**src/rtl/vga_timing_gen_pkg.sv**
```systemverilog
// rtl/vga_timing_gen_pkg.sv - XGA raster timing constants, counter widths and sync bus type
package vga_timing_gen_pkg;

    localparam int PIXEL_X_W = 11;
    localparam int PIXEL_Y_W = 10;

    localparam int XGA_H_ACTIVE = 1024;
    localparam int XGA_H_FP     = 24;
    localparam int XGA_H_SYNC   = 136;
    localparam int XGA_H_BP     = 160;
    localparam int XGA_V_ACTIVE = 768;
    localparam int XGA_V_FP     = 3;
    localparam int XGA_V_SYNC   = 6;
    localparam int XGA_V_BP     = 29;
    localparam bit XGA_SYNC_POL = 1'b0;

    typedef struct packed {
        logic blank;
        logic hsync;
        logic vsync;
    } sync_bus_t;

    // Value the sync outputs and delay pipe take while in reset.
    function automatic sync_bus_t sync_idle(input bit pol);
        sync_bus_t s;
        s.blank = 1'b0;
        s.hsync = ~pol;
        s.vsync = ~pol;
        return s;
    endfunction

endpackage

```
**src/rtl/vga_timing_gen_sync_delay.sv**
```systemverilog
// rtl/vga_timing_gen_sync_delay.sv - WIDTH x DEPTH enabled shift register with reset value
module sync_delay_line #(
    parameter int WIDTH = 3,
    parameter int DEPTH = 1
) (
    input  logic             clk,
    input  logic             reset,
    input  logic             en,
    input  logic [WIDTH-1:0] rst_val,
    input  logic [WIDTH-1:0] din,
    output logic [WIDTH-1:0] dout
);

    if (DEPTH == 0) begin : g_bypass
        logic unused_ok;
        assign unused_ok = &{1'b0, clk, reset, en, rst_val};
        assign dout = din;
    end else begin : g_pipe
        logic [WIDTH-1:0] pipe [DEPTH];

        always_ff @(posedge clk) begin
            if (reset) begin
                for (int i = 0; i < DEPTH; i++) pipe[i] <= rst_val;
            end else if (en) begin
                pipe[0] <= din;
                for (int i = 1; i < DEPTH; i++) pipe[i] <= pipe[i-1];
            end
        end

        assign dout = pipe[DEPTH-1];
    end

endmodule

```
**src/rtl/vga_timing_gen.sv**
```systemverilog
// rtl/vga_timing_gen.sv - raster counters with registered blank/sync decode and delayed sync outputs
module vga_timing_gen
    import vga_timing_gen_pkg::*;
#(
    parameter int H_ACTIVE = XGA_H_ACTIVE,
    parameter int H_FP     = XGA_H_FP,
    parameter int H_SYNC   = XGA_H_SYNC,
    parameter int H_BP     = XGA_H_BP,
    parameter int V_ACTIVE = XGA_V_ACTIVE,
    parameter int V_FP     = XGA_V_FP,
    parameter int V_SYNC   = XGA_V_SYNC,
    parameter int V_BP     = XGA_V_BP,
    parameter bit SYNC_POL = XGA_SYNC_POL,
    parameter int SYNC_DLY = 1
) (
    input  logic                 clk,
    input  logic                 reset,
    input  logic                 pix_en,
    output logic [PIXEL_X_W-1:0] pixel_x,
    output logic [PIXEL_Y_W-1:0] pixel_y,
    output logic                 blank,
    output logic                 hsync,
    output logic                 vsync,
    output logic                 frame_end
);

    localparam int H_TOTAL = H_ACTIVE + H_FP + H_SYNC + H_BP;
    localparam int V_TOTAL = V_ACTIVE + V_FP + V_SYNC + V_BP;

    if (H_TOTAL > (1 << PIXEL_X_W)) begin : g_h_width_chk
        $error("vga_timing_gen: horizontal timing does not fit pixel_x width");
    end
    if (V_TOTAL > (1 << PIXEL_Y_W)) begin : g_v_width_chk
        $error("vga_timing_gen: vertical timing does not fit pixel_y width");
    end
    if (SYNC_DLY < 0 || SYNC_DLY > 7) begin : g_dly_chk
        $error("vga_timing_gen: SYNC_DLY must be 0..7");
    end

    localparam logic [PIXEL_X_W-1:0] X_LAST     = PIXEL_X_W'(H_TOTAL - 1);
    localparam logic [PIXEL_Y_W-1:0] Y_LAST     = PIXEL_Y_W'(V_TOTAL - 1);
    localparam logic [PIXEL_X_W-1:0] X_ACT      = PIXEL_X_W'(H_ACTIVE);
    localparam logic [PIXEL_Y_W-1:0] Y_ACT      = PIXEL_Y_W'(V_ACTIVE);
    localparam logic [PIXEL_X_W-1:0] X_HS_START = PIXEL_X_W'(H_ACTIVE + H_FP);
    localparam logic [PIXEL_X_W-1:0] X_HS_END   = PIXEL_X_W'(H_ACTIVE + H_FP + H_SYNC);
    localparam logic [PIXEL_Y_W-1:0] Y_VS_START = PIXEL_Y_W'(V_ACTIVE + V_FP);
    localparam logic [PIXEL_Y_W-1:0] Y_VS_END   = PIXEL_Y_W'(V_ACTIVE + V_FP + V_SYNC);
    localparam logic [PIXEL_X_W-1:0] X_ONE      = PIXEL_X_W'(1);
    localparam logic [PIXEL_Y_W-1:0] Y_ONE      = PIXEL_Y_W'(1);
    localparam sync_bus_t            IDLE       = sync_idle(SYNC_POL);

    logic [PIXEL_X_W-1:0] x_next;
    logic [PIXEL_Y_W-1:0] y_next;
    sync_bus_t            raw_next;
    sync_bus_t            slot_sync;
    sync_bus_t            sync_out;
    logic                 hs_on;
    logic                 vs_on;

    always_comb begin
        x_next = pixel_x + X_ONE;
        y_next = pixel_y;
        if (pixel_x == X_LAST) begin
            x_next = '0;
            y_next = (pixel_y == Y_LAST) ? '0 : pixel_y + Y_ONE;
        end
    end

    // Decode the slot being entered so the registered result lines up with the counters.
    always_comb begin
        hs_on          = (x_next >= X_HS_START) && (x_next < X_HS_END);
        vs_on          = (y_next >= Y_VS_START) && (y_next < Y_VS_END);
        raw_next.blank = (x_next >= X_ACT) || (y_next >= Y_ACT);
        raw_next.hsync = hs_on ? SYNC_POL : ~SYNC_POL;
        raw_next.vsync = vs_on ? SYNC_POL : ~SYNC_POL;
    end

    always_ff @(posedge clk) begin
        if (reset) begin
            pixel_x   <= '0;
            pixel_y   <= '0;
            frame_end <= 1'b0;
            slot_sync <= IDLE;
        end else if (pix_en) begin
            pixel_x   <= x_next;
            pixel_y   <= y_next;
            frame_end <= (x_next == X_LAST) && (y_next == Y_LAST);
            slot_sync <= raw_next;
        end
    end

    sync_delay_line #(
        .WIDTH($bits(sync_bus_t)),
        .DEPTH(SYNC_DLY)
    ) u_sync_delay (
        .clk    (clk),
        .reset  (reset),
        .en     (pix_en),
        .rst_val(IDLE),
        .din    (slot_sync),
        .dout   (sync_out)
    );

    assign blank = sync_out.blank;
    assign hsync = sync_out.hsync;
    assign vsync = sync_out.vsync;

endmodule

```
**config.mk**
```make
export PLATFORM = sky130hd
export DESIGN_NAME = vga_timing_gen
export DESIGN_NICKNAME = d
export VERILOG_FILES = /design/src/rtl/vga_timing_gen_pkg.sv /design/src/rtl/vga_timing_gen_sync_delay.sv /design/src/rtl/vga_timing_gen.sv
export SDC_FILE = /design/constraint.sdc
export NUM_CORES = 1
export LEC_CHECK = 0
export BUFFER_PORTS_ARGS = -buffer_cell sky130_fd_sc_hd__clkbuf_2
export CAP_MARGIN = 20
export CORE_MARGIN = 4
export CORE_UTILIZATION = 43
export DETAILED_ROUTE_END_ITERATION = 6
export PLACE_DENSITY = 0.7
export SLEW_MARGIN = 40
export SYNTH_ARGS = -nofsm -noshare
export SYNTH_HDL_FRONTEND = slang
export SYNTH_SLANG_ARGS = --single-unit
```
**constraint.sdc**
```tcl
create_clock -name clk -period 6.1 [get_ports clk]
set_clock_uncertainty 0.05 [all_clocks]
set_input_delay 0.305 -clock clk [delete_from_list [all_inputs] [get_ports clk]]
set_output_delay 0.305 -clock clk [all_outputs]
set_load 0.01 [all_outputs]
```
==> key figures, run 1 <==
Run status
  • Status: finished, final reports clean

Synthesis
  • Seq cells post-synth: 28
  • Syn avg cell area: 7.64 sq um
  • Area leader, netlist: dfxtp_1
  • Top post-synthesis cells by area: dfxtp_1 27%, edfxtp_1 4.9%, a21oi_1 4.6%
  • Syn_nets: 249
  • Top cell type's share of synthesized area: 27.1%
  • Synth unique cells: just over 50
  • Post-synth EDFFs: 3
  • Sequential area share after synthesis: 32.0%
  • Mapped Cells: 242
  • Asr flop ratio synth: 0%
  • Top_reg_cell synth: dfxtp_1
  • Cell Area, Synth: 1850 sq um
  • Synthesis Warnings: 0

Die
  • Std cell rows: 23
  • Initial Util: a little under half
  • Full die area: ~5400 sq um
  • Die Height: 73.6 microns
  • Die Width: 73.6 microns
  • I/O pin total: 28
  • Total core area: 4090 sq um

Critical path
  • CP endpoint kind: flop
  • Startpoint Class: flop
  • Crit path max fanout: 11
  • Worst EP required: 6.18 ns
  • Reg2reg start: pixel_x[0]
  • Crit path capture: slot_sync[0]
  • Setup Crit Path Kind: reg2reg
  • CP arrival: 3.19 ns
  • RR Endpoint: slot_sync[0]
  • Setup slack, reg-to-reg: between 2 and 3 ns
  • Crit path from: pixel_x[0]
  • Worst R2R Path Depth: 7

Layout
  • Fin nets: 263
  • Fin cells: approximately 310
  • Fill cells: 425
  • Commonest non-fill, non-tap cell in the layout: clkbuf_2
  • Most frequent cells in the layout: 27 x clkbuf_2, 25 x dfxtp_1, 22 x nor2_1
  • Share of layout cells above drive strength 1: between 10% and 20%
  • Fin area: 2020 sq um
  • Diode count: 0
  • Synth-to-Final Area Change: 9.41%

Placed design
  • Inst Count DP: 301
  • DP Area: 1980 sq um
  • Buffers added on ports: 27
  • Post-DP HPWL: around 3.2 mm
  • Placer Congestion: 0.915

Clock network
  • Max H-tree Level: 1
  • # hold bufs at CTS: 0
  • Setup Fix Bufs, Post-CTS: 0
  • Clock tree root buffer cell: clkbuf_8
  • Num CTS Buffers: 3
  • CTS clk-pin slew, worst paths: 0.10 ns
  • CTS Sinks: 28
  • Resized cells post-CTS: 0
  • Worst-Skew Late Latency: 0.27 ns
  • CTS Buffer Depth: 2
  • Clock tree from TritonCTS: yes

Timing
  • Final min period: 3.11 ns
  • RSZ-0062 raised after global routing: false
  • Tcrit/Tclk final: between 50% and 60%
  • Worst rel slew slack: ~57%
  • Fin. max-slew vios: 0
  • Worst slew pin tran: 0.639 ns
  • Maximum clock rate: 0.322 GHz
  • # setup viols final: 0
  • Setup TNS Final: 0 ns
  • Final Hold Fails: 0

Power
  • Reported leakage power: roughly 0.70 nW
  • Peak VDD IR: roughly 0.000084 V
  • P per Cell Area: about 160 nW/um^2

Routing
  • First-pass detailed-route iteration total: 4
  • Violation count after the first detailed-route iteration: 135
  • Number of routed nets with antenna violations: 0
  • Vias/cell: 5.89
  • Via count: 1,797
  • Remaining DRCs: 0
  • WL final: 4.45 mm
  • WL per Instance: between 10 and 15 microns

Run
  • Max-cap viol count: 0

Global routing
  • GRT Residual Overflow: 0
  • Largest net degree at the start of global routing: 21
  • Initial antenna violation count: 0
  • GRT Resource Usage Total: 16.4%
  • Vias in the first global route: 1,519
  • First-pass GRT wire length: 7.16 mm

Worst hold path
  • Worst Hold Class: reg2reg
[state kept, by name, indices dropped and copies added (netlist names)]
| signal | flops |
|---|---|
| pixel_y | 10 |
| u_sync_delay.g_pipe.pipe | 3 |
| pixel_x | 11 |
| frame_end | 1 |
| slot_sync | 3 |
[synthesized netlist by cell type (all sizes together) (2+ instances only)]
cell type  number
nor3           11
edfxtp          3
o21ai          14
or3             6
nor2           22
a32o            2
or4b            2
buf             4
a211oi          3
xnor2           6
a21oi          17
nor2b           4
inv             8
nand2b          3
nand3          10
and3            8
nor4            4
dfxtp          25
a41oi           4
a31oi           7
nand2          21
ha              4
or4             3
a2111oi         2
and2            3
nand4           3
o31ai           5
and4            2
nand3b          3
a31o            2
nor3b           2
clkbuf         15
[metal layers]
layer / GRT usage, % / up-vias / routed length (microns)
met5: 0 / - / 0
met4: 4.63 / 0 / 33
met2: 23.9 / 54 / 1900
li1: - / 924 / -
met1: 24.6 / 817 / 2240
met3: 2.74 / 2 / 281
[logic make-up after synthesis]
logic type / after synthesis / synth area share, %
AND/OR/NAND/NOR: 108 / 31.3
AO/OA/AOI/OAI: 67 / 24.2
flip-flops: 28 / 32.0
buffers and inverters: 27 / 6.03
XOR/XNOR: 7 / 3.32
adder cells (fa/ha/maj): 4 / 2.71
multiplexers: 1 / 0.542
[where the power goes]
| group | internal (mW) | switching [mW] |
|---|---|---|
| clock | 0.0469 | 0.0591 |
| sequential | 0.189 | 0.00435 |
| combinational | 0.00781 | 0.0147 |
| total | 0.243 | 0.0782 |
[final cells by class]
class                      count  area (sq um)  area share (%)
clock buffer                   4          45.0            2.23
tap                           50          62.6            3.09
sequential                    28           591            29.2
inverter                       8          30.0            1.49
timing repair buffer          28           143            7.05
multi-input combinational    187          1150            56.9
[worst min path at each step]
stage / start / end / slack [ns] / cells after the start
after floorplan: slot_sync[1] / slot_sync[1] / 0.39 / 1
after global placement: slot_sync[1] / slot_sync[1] / 0.40 / 1
after detailed placement: slot_sync[1] / slot_sync[1] / 0.40 / 1
after CTS: frame_end / frame_end / 0.42 / 2
after global routing: frame_end / frame_end / 0.44 / 2
final: frame_end / frame_end / 0.42 / 2
[worst max-delay path: stages (launching register included)]
cell and delay [ns]:
dfxtp_1 0.44, ha_1 0.27, nand3_1 0.32, or3_4 0.56
or4_1 0.52, a32o_1 0.24, a2111oi_0 0.40, a41oi_1 0.16
[through the flow]
| stage | hold WS [ns] | util (%) | setup WS [ns] | power, mW |
|---|---|---|---|---|
| 2_1_floorplan | 0.387 | - | 3.37 | 0.212 |
| 3_3_place_gp | 0.400 | 48.3 | 3.19 | 0.219 |
| 3_5_place_dp | 0.403 | 48.4 | 3.02 | 0.219 |
| 4_1_cts | 0.424 | 49.5 | 3.01 | 0.324 |
| 5_1_grt | 0.443 | 49.5 | 2.84 | 0.336 |
| 6_report | 0.425 | 49.5 | 2.99 | 0.321 |
No activity file was read; power rests on OpenSTA's default activity.
==> run 2, diff against run 1 <==
--- a/config.mk
+++ b/config.mk
@@ -5,6 +5,7 @@
 export SDC_FILE = /design/constraint.sdc
 export NUM_CORES = 1
 export LEC_CHECK = 0
+export ABC_AREA = 1
 export BUFFER_PORTS_ARGS = -buffer_cell sky130_fd_sc_hd__clkbuf_2
 export CAP_MARGIN = 20
 export CORE_MARGIN = 4
==> constraint.sdc (replaced) <==
create_clock -name clk -period 2.95 [get_ports clk]
set_clock_uncertainty 0.05 [all_clocks]
set_input_delay 0.1475 -clock clk [delete_from_list [all_inputs] [get_ports clk]]
set_output_delay 0.1475 -clock clk [all_outputs]
set_load 0.01 [all_outputs]
==> key figures, run 2 <==
Worst hold path
  • Worst Hold Class: in2reg (was reg2reg)
  • Hold Path End: frame_end (unchanged)
  • Hold Startpoint: reset (was frame_end)
  • WHS Path Cells: 4 (was 2)

Critical path
  • RR Endpoint: slot_sync[0] (unchanged)
  • CP endpoint kind: flop (unchanged)
  • Worst R2R Path Depth: 10 (was 7)
  • Worst EP required: 3.07 ns (was 6.18 ns)
  • Reg2reg start: pixel_y[0] (was pixel_x[0])
  • CP arrival: 2.20 ns (was 3.19 ns)
  • Setup Crit Path Kind: reg2reg (unchanged)
  • Crit path from: pixel_y[0] (was pixel_x[0])
  • Crit path max fanout: 7 (was 11)
  • Setup slack, reg-to-reg: 0.88 ns (was 2.99 ns)
  • Startpoint Class: flop (unchanged)

Global routing
  • Initial antenna violation count: 0 (unchanged)
  • First-pass GRT wire length: 7.96 mm (was 7.16 mm)
  • GRT Residual Overflow: 0 (unchanged)
  • Vias in the first global route: 1,776 (was 1,519)
  • GRT Resource Usage Total: 18.4% (was 16.4%)
  • Largest net degree at the start of global routing: 25 (was 21)

Synthesis
  • Most common cell in the netlist: nand2_1 (was dfxtp_1)
  • Top cell type's share of synthesized area: 26.9% (was 27.1%)
  • Synthesis Warnings: 0 (unchanged)
  • Cell Area, Synth: 1860 sq um (was 1850 sq um)
  • Top_reg_cell synth: dfxtp_1 (unchanged)
  • Synth unique cells: 32 (was 51)
  • Syn avg cell area: 6.45 sq um (was 7.64 sq um)
  • Top post-synthesis cells by area: dfxtp_1 27%, nand2_1 16%, inv_1 8.3% (was dfxtp_1 27%, edfxtp_1 4.9%, a21oi_1 4.6%)
  • Post-synth EDFFs: 3 (unchanged)
  • Asr flop ratio synth: 0% (unchanged)
  • Sequential area share after synthesis: 31.8% (was 32.0%)
  • Seq cells post-synth: 28 (unchanged)
  • Mapped Cells: 288 (was 242)
  • Top cells by count, synth: 78 x nand2_1, 41 x inv_1, 38 x nor2_1 (was 25 x dfxtp_1, 22 x nor2_1, 21 x nand2_1)
  • Area leader, netlist: dfxtp_1 (unchanged)
  • Syn_nets: 295 (was 249)

Routing
  • Number of routed nets with antenna violations: 0 (unchanged)
  • Violation count after the first detailed-route iteration: 187 (was 135)
  • First-pass detailed-route iteration total: 4 (unchanged)
  • Via count: 1,890 (was 1,797)
  • WL per Instance: 12.7 microns (was 14.6 microns)
  • WL final: 4.63 mm (was 4.45 mm)
  • Vias/cell: 5.18 (was 5.89)
  • Remaining DRCs: 0 (unchanged)

Layout
  • Max FFs per register: 11 (unchanged)
  • Fin nets: 323 (was 263)
  • Synth-to-Final Area Change: 12.3% (was 9.41%)
  • Share of layout cells above drive strength 1: 18.4% (was 15.3%)
  • Top flop regs: pixel_x x11, pixel_y x10 (unchanged)
  • Fill cells: 437 (was 425)
  • Largest Register: pixel_x (unchanged)
  • Post-layout util: 51.1% (was 49.5%)
  • Most frequent cells in the layout: 78 x nand2_1, 41 x inv_1, 38 x nor2_1 (was 27 x clkbuf_2, 25 x dfxtp_1, 22 x nor2_1)
  • Diode count: 0 (unchanged)
  • Commonest non-fill, non-tap cell in the layout: nand2_1 (was clkbuf_2)

Placed design
  • Buffers added on ports: 27 (unchanged)
  • Post-DP HPWL: 3.55 mm (was 3.15 mm)
  • Placer Congestion: 0.932 (was 0.915)

Clock network
  • CTS Sinks: 28 (unchanged)
  • Setup Fix Bufs, Post-CTS: 0 (unchanged)
  • Resized cells post-CTS: 0 (unchanged)
  • Worst-Skew Late Latency: 0.27 ns (about the same)
  • Clock tree root buffer cell: clkbuf_8 (unchanged)
  • Num CTS Buffers: 3 (unchanged)
  • CTS clk-pin slew, worst paths: 0.09 ns (was 0.10 ns)
  • # hold bufs at CTS: 0 (unchanged)
  • Clock tree from TritonCTS: yes (unchanged)
  • Max H-tree Level: 1 (unchanged)
  • CTS Buffer Depth: 2 (unchanged)

Run status
  • Status: finished, final reports clean (unchanged)

Die
  • Full die area: 5440 sq um (was 5410 sq um)
  • Die Height: 73.7 microns (was 73.6 microns)
  • Die Width: 73.7 microns (was 73.6 microns)
  • Total core area: 4090 sq um (unchanged)
  • Initial Util: 45.5% (was 45.2%)
  • Std cell rows: 23 (unchanged)
  • I/O pin total: 28 (unchanged)

Timing
  • Setup TNS Final: 0 ns (unchanged)
  • Fin. max-slew vios: 0 (unchanged)
  • Worst rel slew slack: 48.4% (was 57.2%)
  • Maximum clock rate: 0.482 GHz (was 0.322 GHz)
  • Tcrit/Tclk final: 70.3% (was 51.0%)
  • Final Hold Fails: 0 (unchanged)
  • Final min period: 2.07 ns (was 3.11 ns)
  • RSZ-0062 raised after global routing: false (unchanged)
  • # setup viols final: 0 (unchanged)
  • Worst slew pin tran: 0.773 ns (was 0.639 ns)

Power
  • Reported leakage power: 1.00 nW (was 0.704 nW)
  • Peak VDD IR: 0.000195 V (was 0.0000838 V)
  • P per Cell Area: 329 nW/um^2 (was 159 nW/um^2)

Run
  • Max-cap viol count: 0 (unchanged)
-- run 2: cell types whose count changed after synthesis, sizes merged, moves of 6 or more --
cell / before / now
a21oi: 17 / 2
a31oi: 7 / 0
and3: 8 / 1
clkbuf: 15 / 2
inv: 8 / 44
nand2: 21 / 88
nand3: 10 / 28
nand4: 3 / 9
nor2: 22 / 43
nor3: 11 / 2
o22ai: 1 / 11
or3: 6 / 0
xnor2: 6 / 0
-- run 2: stage by stage --
step           worst slack (ns)  cells  area [sq um]  hold WS, ns  power [mW]
6_report                  0.877    365          2090        0.143       0.686
5_1_grt                   0.650    365          2090        0.168       0.720
4_1_cts                   0.907    365          2090        0.143       0.694
3_5_place_dp              0.936    361          2040        0.421       0.484
3_3_place_gp              0.921    361          2040        0.407       0.482
2_1_floorplan              1.23    288          1860        0.294       0.457
-- run 2: where the power goes --
| part | total [mW] | switching [mW] | internal [mW] | leakage, nW |
|---|---|---|---|---|
| sequential | 0.411 | 0.0146 | 0.396 | 0.228 |
| clock | 0.211 | 0.118 | 0.0935 | 0.0231 |
| combinational | 0.0646 | 0.0419 | 0.0227 | 0.752 |
| total | 0.686 | 0.174 | 0.512 | 1.00 |
-- run 2: cell type report --
type / instances / area (sq um) / share of cell area [%]
inverter: 44 / 165 / 7.91
timing repair buffer: 28 / 143 / 6.83
clock buffer: 3 / 41.3 / 1.98
sequential: 28 / 591 / 28.3
multi-input combinational: 211 / 1080 / 51.8
clock inverter: 1 / 3.75 / 0.180
tap: 50 / 62.6 / 3.00
-- run 2: logic make-up after synthesis --
group	count (synthesis)	share of synthesized area, %
buf+inv	49	10.0
flops	28	31.8
compound gates	29	9.29
xor+xnor	4	2.29
simple gates	174	43.9
fa+ha+maj	4	2.69
-- run 2: how the worst max path moves through the flow --
stage	endpoint	slack [ns]
3_5_place_dp	slot_sync[0]	0.94
3_3_place_gp	slot_sync[0]	0.92
6_report	slot_sync[0]	0.88
5_1_grt	slot_sync[0]	0.65
2_1_floorplan	slot_sync[0]	1.23
4_1_cts	slot_sync[0]	0.91
-- run 2: critical path: stages, from the launching register on --
cell	delay, ns
dfxtp_1	0.47
ha_1	0.27
nand2_1	0.09
nor2_1	0.27
nand3_1	0.11
nand3_1	0.10
nand2_1	0.07
nor2_1	0.22
nand3_1	0.13
nor2_1	0.15
a21oi_2	0.06
-- run 2: metal layers --
layer	routed length, microns	track usage (%)	up-vias
li1	-	-	974
met1	2050	24.9	845
met2	2240	30.8	62
met3	275	2.60	9
met4	67	4.23	0
met5	0	0	-
